## src/rtl/isfet_pkg.sv

```systemverilog
// Shared types and widths for the ISFET array scan controller.
package isfet_pkg;

    typedef enum logic [1:0] {
        ST_IDLE   = 2'd0,
        ST_SETTLE = 2'd1,
        ST_SAMPLE = 2'd2,
        ST_HOLD   = 2'd3
    } scan_state_t;

    localparam int unsigned FRAME_CNT_W = 16;

endpackage

```

## src/rtl/isfet_tick_gen.sv

```systemverilog
// Rising-edge detector turning the divided clock into a one-cycle sample tick.
module isfet_tick_gen (
    input  logic clk,
    input  logic rst_n,
    input  logic clk_div,
    output logic tick
);

    logic clk_div_q;
    logic clk_div_d;

    always_comb begin
        clk_div_d = clk_div;
    end

    always_ff @(posedge clk or negedge rst_n) begin
        if (!rst_n) begin
            clk_div_q <= 1'b0;
        end else begin
            clk_div_q <= clk_div_d;
        end
    end

    assign tick = clk_div & ~clk_div_q;

endmodule

```

## src/rtl/isfet_scan_ctrl.sv

```systemverilog
// Raster scan of the ISFET array: settles each row, samples one pixel per tick
// and streams pixels out on a valid/ready handshake with sticky overrun.
module isfet_scan_ctrl
    import isfet_pkg::*;
#(
    parameter int unsigned ROWS   = 64,
    parameter int unsigned COLS   = 64,
    parameter int unsigned ADC_W  = 16,
    parameter int unsigned SETTLE = 4,
    localparam int unsigned ROW_W = (ROWS > 1) ? $clog2(ROWS) : 1,
    localparam int unsigned COL_W = (COLS > 1) ? $clog2(COLS) : 1
) (
    input  logic                   clk,
    input  logic                   rst_n,
    input  logic                   enable,
    input  logic                   start,
    input  logic                   continuous,
    input  logic                   clk_div,
    input  logic [ADC_W-1:0]       adc_data,
    output logic [ROW_W-1:0]       row_addr,
    output logic [COL_W-1:0]       col_addr,
    output logic                   pix_valid,
    input  logic                   pix_ready,
    output logic [ADC_W-1:0]       pix_data,
    output logic                   pix_sof,
    output logic                   pix_eol,
    output logic                   busy,
    output logic [FRAME_CNT_W-1:0] frame_cnt,
    output logic                   overrun
);

    localparam int unsigned SET_W = (SETTLE > 1) ? $clog2(SETTLE) : 1;

    logic tick;

    scan_state_t            state_q,     state_d;
    logic [ROW_W-1:0]       row_q,       row_d;
    logic [COL_W-1:0]       col_q,       col_d;
    logic [SET_W-1:0]       set_cnt_q,   set_cnt_d;
    logic                   pix_valid_q, pix_valid_d;
    logic [ADC_W-1:0]       pix_data_q,  pix_data_d;
    logic                   sof_q,       sof_d;
    logic                   eol_q,       eol_d;
    logic                   busy_q,      busy_d;
    logic [FRAME_CNT_W-1:0] frame_cnt_q, frame_cnt_d;
    logic                   overrun_q,   overrun_d;

    logic accept_c;
    logic last_col_c;
    logic last_row_c;
    logic last_set_c;

    isfet_tick_gen u_tick_gen (
        .clk     (clk),
        .rst_n   (rst_n),
        .clk_div (clk_div),
        .tick    (tick)
    );

    // Next-state and datapath; enable low overrides everything as a synchronous abort.
    always_comb begin
        state_d     = state_q;
        row_d       = row_q;
        col_d       = col_q;
        set_cnt_d   = set_cnt_q;
        pix_valid_d = pix_valid_q;
        pix_data_d  = pix_data_q;
        sof_d       = sof_q;
        eol_d       = eol_q;
        frame_cnt_d = frame_cnt_q;
        overrun_d   = overrun_q;

        accept_c   = pix_valid_q & pix_ready;
        last_col_c = (col_q == COL_W'(COLS - 32'd1));
        last_row_c = (row_q == ROW_W'(ROWS - 32'd1));
        last_set_c = (set_cnt_q == SET_W'(SETTLE - 32'd1));

        if (!enable) begin
            state_d     = ST_IDLE;
            pix_valid_d = 1'b0;
            row_d       = '0;
            col_d       = '0;
            set_cnt_d   = '0;
        end else begin
            case (state_q)
                ST_IDLE: begin
                    if (start) begin
                        state_d   = ST_SETTLE;
                        row_d     = '0;
                        col_d     = '0;
                        set_cnt_d = '0;
                        overrun_d = 1'b0;
                    end
                end
                ST_SETTLE: begin
                    if (tick) begin
                        if (last_set_c) begin
                            set_cnt_d = '0;
                            state_d   = ST_SAMPLE;
                        end else begin
                            set_cnt_d = set_cnt_q + SET_W'(1);
                        end
                    end
                end
                ST_SAMPLE: begin
                    if (tick) begin
                        pix_data_d  = adc_data;
                        pix_valid_d = 1'b1;
                        sof_d       = (row_q == '0) && (col_q == '0);
                        eol_d       = last_col_c;
                        state_d     = ST_HOLD;
                    end
                end
                ST_HOLD: begin
                    // A tick coinciding with the accept is consumed, never sampled.
                    if (accept_c) begin
                        pix_valid_d = 1'b0;
                        if (!last_col_c) begin
                            col_d   = col_q + COL_W'(1);
                            state_d = ST_SAMPLE;
                        end else if (!last_row_c) begin
                            col_d     = '0;
                            row_d     = row_q + ROW_W'(1);
                            set_cnt_d = '0;
                            state_d   = ST_SETTLE;
                        end else begin
                            frame_cnt_d = frame_cnt_q + FRAME_CNT_W'(1);
                            row_d       = '0;
                            col_d       = '0;
                            set_cnt_d   = '0;
                            state_d     = continuous ? ST_SETTLE : ST_IDLE;
                        end
                    end else if (tick) begin
                        overrun_d = 1'b1;
                    end
                end
                default: begin
                    state_d     = ST_IDLE;
                    pix_valid_d = 1'b0;
                end
            endcase
        end

        busy_d = (state_d != ST_IDLE);
    end

    always_ff @(posedge clk or negedge rst_n) begin
        if (!rst_n) begin
            state_q     <= ST_IDLE;
            row_q       <= '0;
            col_q       <= '0;
            set_cnt_q   <= '0;
            pix_valid_q <= 1'b0;
            pix_data_q  <= '0;
            sof_q       <= 1'b0;
            eol_q       <= 1'b0;
            busy_q      <= 1'b0;
            frame_cnt_q <= '0;
            overrun_q   <= 1'b0;
        end else begin
            state_q     <= state_d;
            row_q       <= row_d;
            col_q       <= col_d;
            set_cnt_q   <= set_cnt_d;
            pix_valid_q <= pix_valid_d;
            pix_data_q  <= pix_data_d;
            sof_q       <= sof_d;
            eol_q       <= eol_d;
            busy_q      <= busy_d;
            frame_cnt_q <= frame_cnt_d;
            overrun_q   <= overrun_d;
        end
    end

    assign row_addr  = row_q;
    assign col_addr  = col_q;
    assign pix_valid = pix_valid_q;
    assign pix_data  = pix_data_q;
    assign pix_sof   = sof_q;
    assign pix_eol   = eol_q;
    assign busy      = busy_q;
    assign frame_cnt = frame_cnt_q;
    assign overrun   = overrun_q;

endmodule

```

## config.mk

```make
export PLATFORM = sky130hd
export DESIGN_NAME = isfet_scan_ctrl
export DESIGN_NICKNAME = d
export VERILOG_FILES = /design/src/rtl/isfet_pkg.sv /design/src/rtl/isfet_tick_gen.sv /design/src/rtl/isfet_scan_ctrl.sv
export SDC_FILE = /design/constraint.sdc
export NUM_CORES = 1
export LEC_CHECK = 0
export CORE_MARGIN = 3
export CORE_UTILIZATION = 43
export CTS_CLUSTER_DIAMETER = 80
export DETAILED_ROUTE_END_ITERATION = 10
export PLACE_DENSITY = 0.75
export SLEW_MARGIN = 20
export SYNTH_ARGS = -nofsm -noshare
export SYNTH_HDL_FRONTEND = slang
export SYNTH_HIERARCHICAL = 1
export SYNTH_SLANG_ARGS = --single-unit
export TNS_END_PERCENT = 20
```

## constraint.sdc

```tcl
create_clock -name clk -period 2.2 [get_ports clk]
set_input_delay 0.22 -clock clk [delete_from_list [all_inputs] [get_ports clk]]
set_output_delay 0.22 -clock clk [all_outputs]
set_load 0.02 [all_outputs]
```

==> results of run 1 <==
Yosys cell counts (all sizes together), types with 2 or more instances:
cell	n	area share, %
dfrtp	54	51
nand2	27	3.9
o21ai	19	3.6
mux2	17	7.3
nand3	17	3.6
ha	10	4.8
nand4	9	2.1
nor2	9	1.3
xnor2	9	3.0
xor2	9	3.0
inv	8	1.1
a21oi	7	1.3
nor3	7	1.3
nor4	7	1.7
clkbuf	6	0.86
and3	5	1.2
nor2b	3	1.0
o41ai	3	1.0
or2	3	0.81
a21boi	2	0.57
o21a	2	0.57
or4	2	0.71
kinds of logic after synthesis:
| family | Yosys count | synth area share (%) |
|---|---|---|
| simple gates | 94 | 19.2 |
| flops | 54 | 51.4 |
| compound gates | 38 | 8.61 |
| xor+xnor | 18 | 5.99 |
| mux | 18 | 7.66 |
| buf+inv | 15 | 2.43 |
| fa+ha+maj | 10 | 4.76 |
area by class of cell:
type	instances	area share, %
timing repair buffer	88	22.9
sequential	54	36.4
inverter	8	0.805
clock buffer	6	2.21
tap	72	2.42
clock inverter	2	1.04
multi-input combinational	178	34.3
how the worst max path moves through the flow:
stage          slack (ns)                   endpoint
2_1_floorplan        0.04  frame_cnt[12]$_DFFE_PN0P_
3_3_place_gp         0.12  frame_cnt[15]$_DFFE_PN0P_
3_5_place_dp         0.02  frame_cnt[12]$_DFFE_PN0P_
4_1_cts             0.005  frame_cnt[12]$_DFFE_PN0P_
5_1_grt             -0.03  frame_cnt[13]$_DFFE_PN0P_
6_report             0.06  frame_cnt[13]$_DFFE_PN0P_
power by group through the flow:
stage / combinational (mW) / sequential [mW] / clock (mW)
after floorplan: 0.447 / 1.42 / 0
after global placement: 1.08 / 1.26 / 0
after detailed placement: 1.10 / 1.27 / 0
after CTS: 1.10 / 1.25 / 0.727
after global routing: 1.20 / 1.27 / 0.775
final: 1.10 / 1.25 / 0.710
metal layers:
layer / track usage, % / up-vias
met3: 4.81 / 4
met1: 22.6 / 1067
met5: 0 / -
li1: - / 1062
met2: 29.1 / 58
met4: 4.82 / 0
timing repair:
item | in CTS | in global routing
hold buffers | 1 | 0
setup endpoints to repair | 0 | 5
setup buffers | 0 | 3
resized for setup | 0 | 15
endpoints found under the hold margin | 24 | 0
stage by stage:
| stage | area, um2 | cells | power, mW | setup TNS, ns | worst slack [ns] |
|---|---|---|---|---|---|
| 5_1_grt | 3730 | 408 | 3.25 | -0.0492 | -0.0260 |
| 3_5_place_dp | 3510 | 396 | 2.36 | 0 | 0.0193 |
| 3_3_place_gp | 3510 | 396 | 2.34 | 0 | 0.116 |
| 4_1_cts | 3640 | 405 | 3.08 | 0 | 0.00493 |
| 2_1_floorplan | 2640 | 247 | 1.87 | 0 | 0.0429 |
| 6_report | 3730 | 408 | 3.06 | 0 | 0.0649 |
flip-flops by register name, summed over array words and instances, names as in the netlist:
register              count
col_addr                  6
u_tick_gen/clk_div_q      1
set_cnt_q                 2
busy                      1
overrun                   1
frame_cnt                16
row_addr                  6
pix_eol                   1
pix_sof                   1
pix_valid                 1
pix_data                 16
state_q                   2
==> metrics.txt, run 1 <==
Multi-input gate area=1280 um2; Async SR Flop Fraction=100%; highest routed layer=met4; WHS=0.391 ns; Tot GR Track Use=17.5%; fin. max-slew vios=0; Worst path max stage delay=0.61 ns; worst-skew pair later-pin latency=0.31 ns; Fillers=468; post-layout util=65.3%; WL met1=2780 um; clock share of power=23.2%; Critical Path AT=2.38 ns; Die Wd=84.2 um; post-layout min period=2.14 ns; crit path kind=flip-flop to flip-flop; status=finished, final reports clean; buffers and inverters on the worst path=1; P&R area growth vs syn=41.7%; Die Ht=84.2 um; final hold vios=0; Num CTS Buffers=5; crit path capture type=flip-flop; post-synthesis area per instance=10.7 um2; post-synthesis sequential area ratio=51.4%; WL per Instance=15.3 um; commonest non-fill, non-tap cell in the layout=clkdlybuf4s50_1; Comb power frac=36.0%; Synth warnings=6; highest net fanout along the worst path=6; Worst Path Required=2.44 ns; Peak VDD IR=522 uV; DR WL met2=3090 um; Worst path depth=7; Sw Share=32.9%; Port Buffer Count=71; final period utilization=97.1%; Power Internal=2.06 mW; Worst R2R Path Depth=7; reg2reg start=col_addr[0]$_DFFE_PN0P_; via/cell ratio=5.37; # H-tree levels=2; Nets=368; Antenna Nets Post-Route=0; hold_sp=clk_div; total gr overflow=0; top_reg_cell synth=dfrtp_1; Flop pwr share=40.8%; commonest cells after routing, fill and taps aside=clkdlybuf4s50_1, dfrtp_1, nand2_1; clock sinks=54; Ports=72; final setup fails=0; crit path max-delay cell type=or4_4; Remaining DRCs=0; number of DRC markers in iteration 0=80; Max clock buf depth=2; Peak Freq=468 MHz; core area=5710 um2; first-pass GRT wire length=10200 um; n_diodes=0; Rel. slew slack=60.5%; Worst Hold Depth=1; clock skew=0.0101 ns; initial core utilization=46.1%; CTS tree=yes; synth unique cells=41; WL final=6250 um; largest net degree at the start of global routing=31; Crit path max-delay family=simple AND/OR/NAND/NOR gates; number of synthesized flops with an enable pin=0; Setup crit start kind=flip-flop; num rows=27; initial antenna violation count=0; net switching power=1.01 mW; worst flop-to-flop path endpoint=frame_cnt[13]$_DFFE_PN0P_; crit-path cells=ha_4 > nand3_2 > or2_4 > or4_4 > buf_6 > nor3_2 > xor2_1; vias in the first global route=2161; DRT Pass-1 Iters=4; syn nets=280; DR vias=2191; power per cell area=821 nW/um2; synthesized area=2630 um2; Mapped Cells=247; Root Driver=clkbuf_8; met3 wire length=327 um; clk slew on worst S/H paths=0.10 ns; Worst-Margin Slew=0.593 ns; R2R Setup Slk=0.06 ns; Pleak=1.66 nW; Max-Cap Viols=0; Final GP Congestion=0.842; hold crit path type=primary input to flip-flop; share of layout cells above drive strength 1=18.5%; FF+latch count, synth=54; WHS Endpoint=u_tick_gen/clk_div_q$_DFF_PN0_; die footprint=7090 um2; DP HPWL=4530 um; worst setup path startpoint=col_addr[0]$_DFFE_PN0P_; Register Area=1360 um2
(Power assumes the default switching activity.)
==> run 2, diff against run 1 <==
REMOVE_ABC_BUFFERS = 1   (was not set)
==> metrics.txt, run 2 (synthesis gave the netlist of run 1 again) <==
Max-Cap Viols=0; DRT Pass-1 Iters=4; Tot GR Track Use=17.6%; setup repair after global routing missed its margin=true; P&R area growth vs syn=39.2%; WL per Instance=14.8 um; num rows=27; power per cell area=777 nW/um2; Finished Layout Cells=408; n_diodes=0; WL final=6050 um; number of DRC markers in iteration 0=94; Worst R2R Path Depth=6; clock sinks=54; WHS=0.0181 ns; CTS tree=yes; DP HPWL=4390 um; Antenna Nets Post-Route=0; worst-skew pair later-pin latency=0.30 ns; Worst-Margin Slew=0.674 ns; Port Buffer Count=71; Root Driver=clkbuf_8; crit path capture type=flip-flop; via/cell ratio=5.45; final worst slack=0.0821 ns; Worst Path Required=2.43 ns; highest net fanout along the worst path=6; total gr overflow=0; Register Area=1350 um2; Setup crit start kind=flip-flop; reg2reg start=col_addr[0]$_DFFE_PN0P_; Final GP Congestion=0.897; core area=5710 um2; Peak Freq=472 MHz; final period utilization=96.3%; hold crit path type=primary input to asynchronous set/reset pin; Die Wd=84.2 um; Critical Path AT=2.34 ns; final setup fails=0; Num CTS Buffers=5; commonest non-fill, non-tap cell in the layout=clkdlybuf4s50_1; share of layout cells above drive strength 1=16.7%; crit path kind=flip-flop to flip-flop; commonest cells after routing, fill and taps aside=clkdlybuf4s50_1, dfrtp_1, nand2_1; first-pass GRT wire length=10300 um; largest net degree at the start of global routing=55; cts hold-fix bufs=0; clk slew on worst S/H paths=0.09 ns; clock skew=0.00392 ns; Fillers=447; post-layout min period=2.12 ns; die footprint=7090 um2; Pleak=1.63 nW; status=finished, final reports clean; Power, Total=2.85 mW; Rel. slew slack=55.0%; Max clock buf depth=2; Die Ht=84.2 um; Ports=72; vias in the first global route=2139; Peak VDD IR=556 uV; Remaining DRCs=0; final hold vios=0; DR vias=2222; worst flop-to-flop path endpoint=frame_cnt[14]$_DFFE_PN0P_; Nets=369; total placed cells including tap cells=399; Setup WS pre-CTS=0.0388 ns; initial core utilization=46.1%; fin. max-slew vios=0; Multi-input gate area=1260 um2; # H-tree levels=2; R2R Setup Slk=0.08 ns; initial antenna violation count=0
run 2: per-stage QoR:
stage	setup TNS (ns)	util (%)	area [um2]
after global routing	-0.131	64.1	3660
after floorplan	0	-	2600
after CTS	0	63.2	3610
final	0	64.1	3660
after global placement	0	61.8	3530
after detailed placement	0	61.8	3530
run 2: worst max-delay path by stage:
stage | from | to
detailed placement | col_addr[0]$_DFFE_PN0P_ | frame_cnt[12]$_DFFE_PN0P_
global placement | pix_ready | frame_cnt[15]$_DFFE_PN0P_
global route | col_addr[1]$_DFFE_PN0P_ | frame_cnt[15]$_DFFE_PN0P_
CTS | row_addr[0]$_DFFE_PN0P_ | frame_cnt[12]$_DFFE_PN0P_
finish | col_addr[0]$_DFFE_PN0P_ | frame_cnt[14]$_DFFE_PN0P_
floorplan | row_addr[1]$_DFFE_PN0P_ | frame_cnt[12]$_DFFE_PN0P_
run 2: routing by layer:
metal | track usage [%] | wire [um] | up-vias
met1 | 23.8 | 2750 | 1076
li1 | - | - | 1065
met4 | 5.99 | 100 | 0
met2 | 28.0 | 2860 | 73
met3 | 3.73 | 329 | 8
met5 | 0 | 0 | -
run 2: timing repair:
action | CTS | global route
endpoints found under the setup margin | 0 | 5
endpoints found under the hold margin | 0 | 0
gates resized for setup | 0 | 7
setup buffers | 0 | 1
run 2: cell type report:
| type | instances | share of cell area (%) |
|---|---|---|
| tap | 72 | 2.46 |
| inverter | 8 | 0.820 |
| multi-input combinational | 179 | 34.5 |
| timing repair buffer | 88 | 23.1 |
| sequential | 54 | 36.9 |
| clock buffer | 6 | 1.98 |
| clock inverter | 1 | 0.205 |
run 2: critical path, cell delays in order (launching register included):
cell	delay, ns
dfrtp_1	0.37
ha_1	0.21
nand3_2	0.12
or2_4	0.27
or4_4	0.58
nor4_2	0.31
xor2_1	0.18
run 2: where the power goes:
group	internal, mW	leakage [nW]	switching (mW)
registers	1.15	0.731	0.0956
logic	0.523	0.862	0.556
clock network	0.219	0.0373	0.304
total	1.89	1.63	0.955
==> run 3, diff against run 2 <==
--- a/config.mk
+++ b/config.mk
@@ -8,6 +8,6 @@
 export CORE_MARGIN = 3
-export CORE_UTILIZATION = 43
+export CORE_UTILIZATION = 40
 export CTS_CLUSTER_DIAMETER = 80
 export DETAILED_ROUTE_END_ITERATION = 10
-export PLACE_DENSITY = 0.75
+export PLACE_DENSITY = 0.71
 export REMOVE_ABC_BUFFERS = 1
--- a/constraint.sdc
+++ b/constraint.sdc
@@ -3,2 +3,2 @@
 set_output_delay 0.22 -clock clk [all_outputs]
-set_load 0.02 [all_outputs]
+set_load 0.1 [all_outputs]
==> metrics.txt, run 3 (synthesis gave the netlist of run 1 again) <==
status=finished, final reports clean; DP HPWL=4600 um; largest net degree at the start of global routing=38; Remaining DRCs=0; WL final=6070 um; setup repair after global routing missed its margin=true; n_diodes=0; CTS tree=yes; Port Buffer Count=71; worst-skew pair later-pin latency=0.31 ns; met3 wire length=384 um; power per cell area=1050 nW/um2; Peak VDD IR=907 uV; highest routed layer=met4; post-route cell area=3550 um2; Worst R2R Path Depth=6; clock sinks=54; final hold vios=0; crit-path cells=ha_1 > nand3_2 > or2_4 > or4_4 > nor4_2 > xor2_1; R2R Setup Slk=0.09 ns; Rel. slew slack=68.4%; Worst path depth=6; share of layout cells above drive strength 1=30.9%; Antenna Nets Post-Route=0; hold crit path type=primary input to asynchronous set/reset pin; vias in the first global route=2161; Root Driver=clkbuf_8; WL per Instance=14.7 um; final setup fails=0; Die Wd=87.1 um; fin. max-slew vios=0; num rows=28; Num CTS Buffers=5; worst setup path startpoint=col_addr[1]$_DFFE_PN0P_; worst flop-to-flop path endpoint=frame_cnt[12]$_DFFE_PN0P_; die footprint=7590 um2; Critical Path AT=2.35 ns; core area=6130 um2; Worst path max stage delay=0.59 ns; first-pass GRT wire length=10200 um; DR vias=2161; Peak Freq=473 MHz; Max clock buf depth=2; final period utilization=96.1%; reg2reg start=col_addr[1]$_DFFE_PN0P_; DP Area=3410 um2; crit path max-delay cell type=or4_4; Ports=72; post-layout min period=2.11 ns; Nets=369; total gr overflow=0; highest net fanout along the worst path=10; commonest non-fill, non-tap cell in the layout=buf_4; number of DRC markers in iteration 0=64; P&R area growth vs syn=35.0%; clock skew=0.00743 ns; Die Ht=87.1 um; Power, Total=3.71 mW; Worst Setup EP=frame_cnt[12]$_DFFE_PN0P_; crit path kind=flip-flop to flip-flop; post-layout util=57.9%; Max-Cap Viols=0; Crit path max-delay family=simple AND/OR/NAND/NOR gates; Setup crit start kind=flip-flop; commonest cells after routing, fill and taps aside=buf_4, dfrtp_1, nand2_1; final setup TNS=0 ns; WL met1=2750 um; Pleak=1.73 nW; # H-tree levels=2; clk slew on worst S/H paths=0.10 ns; crit path capture type=flip-flop; via/cell ratio=5.25; Tot GR Track Use=16.8%; Final GP Congestion=0.887; initial antenna violation count=0; Worst-Margin Slew=0.469 ns; initial core utilization=42.9%; DRT Pass-1 Iters=4; buffers and inverters on the worst path=0; DR WL met2=2840 um; Worst Path Required=2.44 ns
[run 3: cell count changes in the layout (fill, tap and decap cells not counted)]
cell             previous run  this run
buf_4                      16        65
clkbuf_1                    1         0
clkbuf_8                    5         6
clkdlybuf4s50_1            70        21
dlygate4sd3_1               0         1
inv_6                       0         1
nor3_1                      5         7
nor3_2                      2         0
or4_4                       2         1
[run 3: metal layers]
| metal | vias up | global-route usage (%) |
|---|---|---|
| met5 | - | 0 |
| met4 | 0 | 5.16 |
| met3 | 10 | 3.88 |
| met2 | 59 | 27.1 |
| met1 | 1032 | 22.5 |
| li1 | 1060 | - |
[run 3: report_power, final]
part           internal, mW  switching, mW  total [mW]
registers              1.15         0.0947        1.24
logic                 0.490           1.39        1.88
clock network         0.260          0.333       0.593
[run 3: final cells by class]
cell class / instances / area [um2]
inverters: 8 / 30.0
well taps: 75 / 93.8
clock inverters: 2 / 16.3
flip-flops and latches: 54 / 1350
clock buffers: 6 / 82.6
repair buffers: 89 / 733
fillers: 530 / 2580
multi-input cells: 178 / 1240
[run 3: stage by stage]
| step | instances | worst slack, ns | hold WS (ns) |
|---|---|---|---|
| floorplan | 240 | -0.608 | -0.0756 |
| global placement | 403 | 0.101 | 0.187 |
| detailed placement | 403 | 0.0454 | 0.194 |
| CTS | 412 | 0.0483 | 0.366 |
| finish | 412 | 0.0859 | 0.373 |
| global route | 412 | -0.0109 | 0.367 |
[run 3: how the worst min path moves through the flow]
| stage | to | slack (ns) | cells past startpoint |
|---|---|---|---|
| final | frame_cnt[0]$_DFFE_PN0P_ | 0.37 | 2 |
| after global routing | u_tick_gen/clk_div_q$_DFF_PN0_ | 0.37 | 1 |
| after CTS | u_tick_gen/clk_div_q$_DFF_PN0_ | 0.37 | 1 |
| after detailed placement | state_q[0]$_DFF_PN0_ | 0.19 | 1 |
| after global placement | set_cnt_q[1]$_DFFE_PN0P_ | 0.19 | 1 |
| after floorplan | busy$_DFF_PN0_ | -0.08 | 0 |
[run 3: timing repair]
| item | 4_1_cts | 5_1_grt |
|---|---|---|
| hold buffers | 1 | 0 |
| setup endpoints to repair | 0 | 3 |
| hold endpoints to repair | 17 | 0 |
| setup buffers | 0 | 0 |
| gates resized for setup | 0 | 4 |
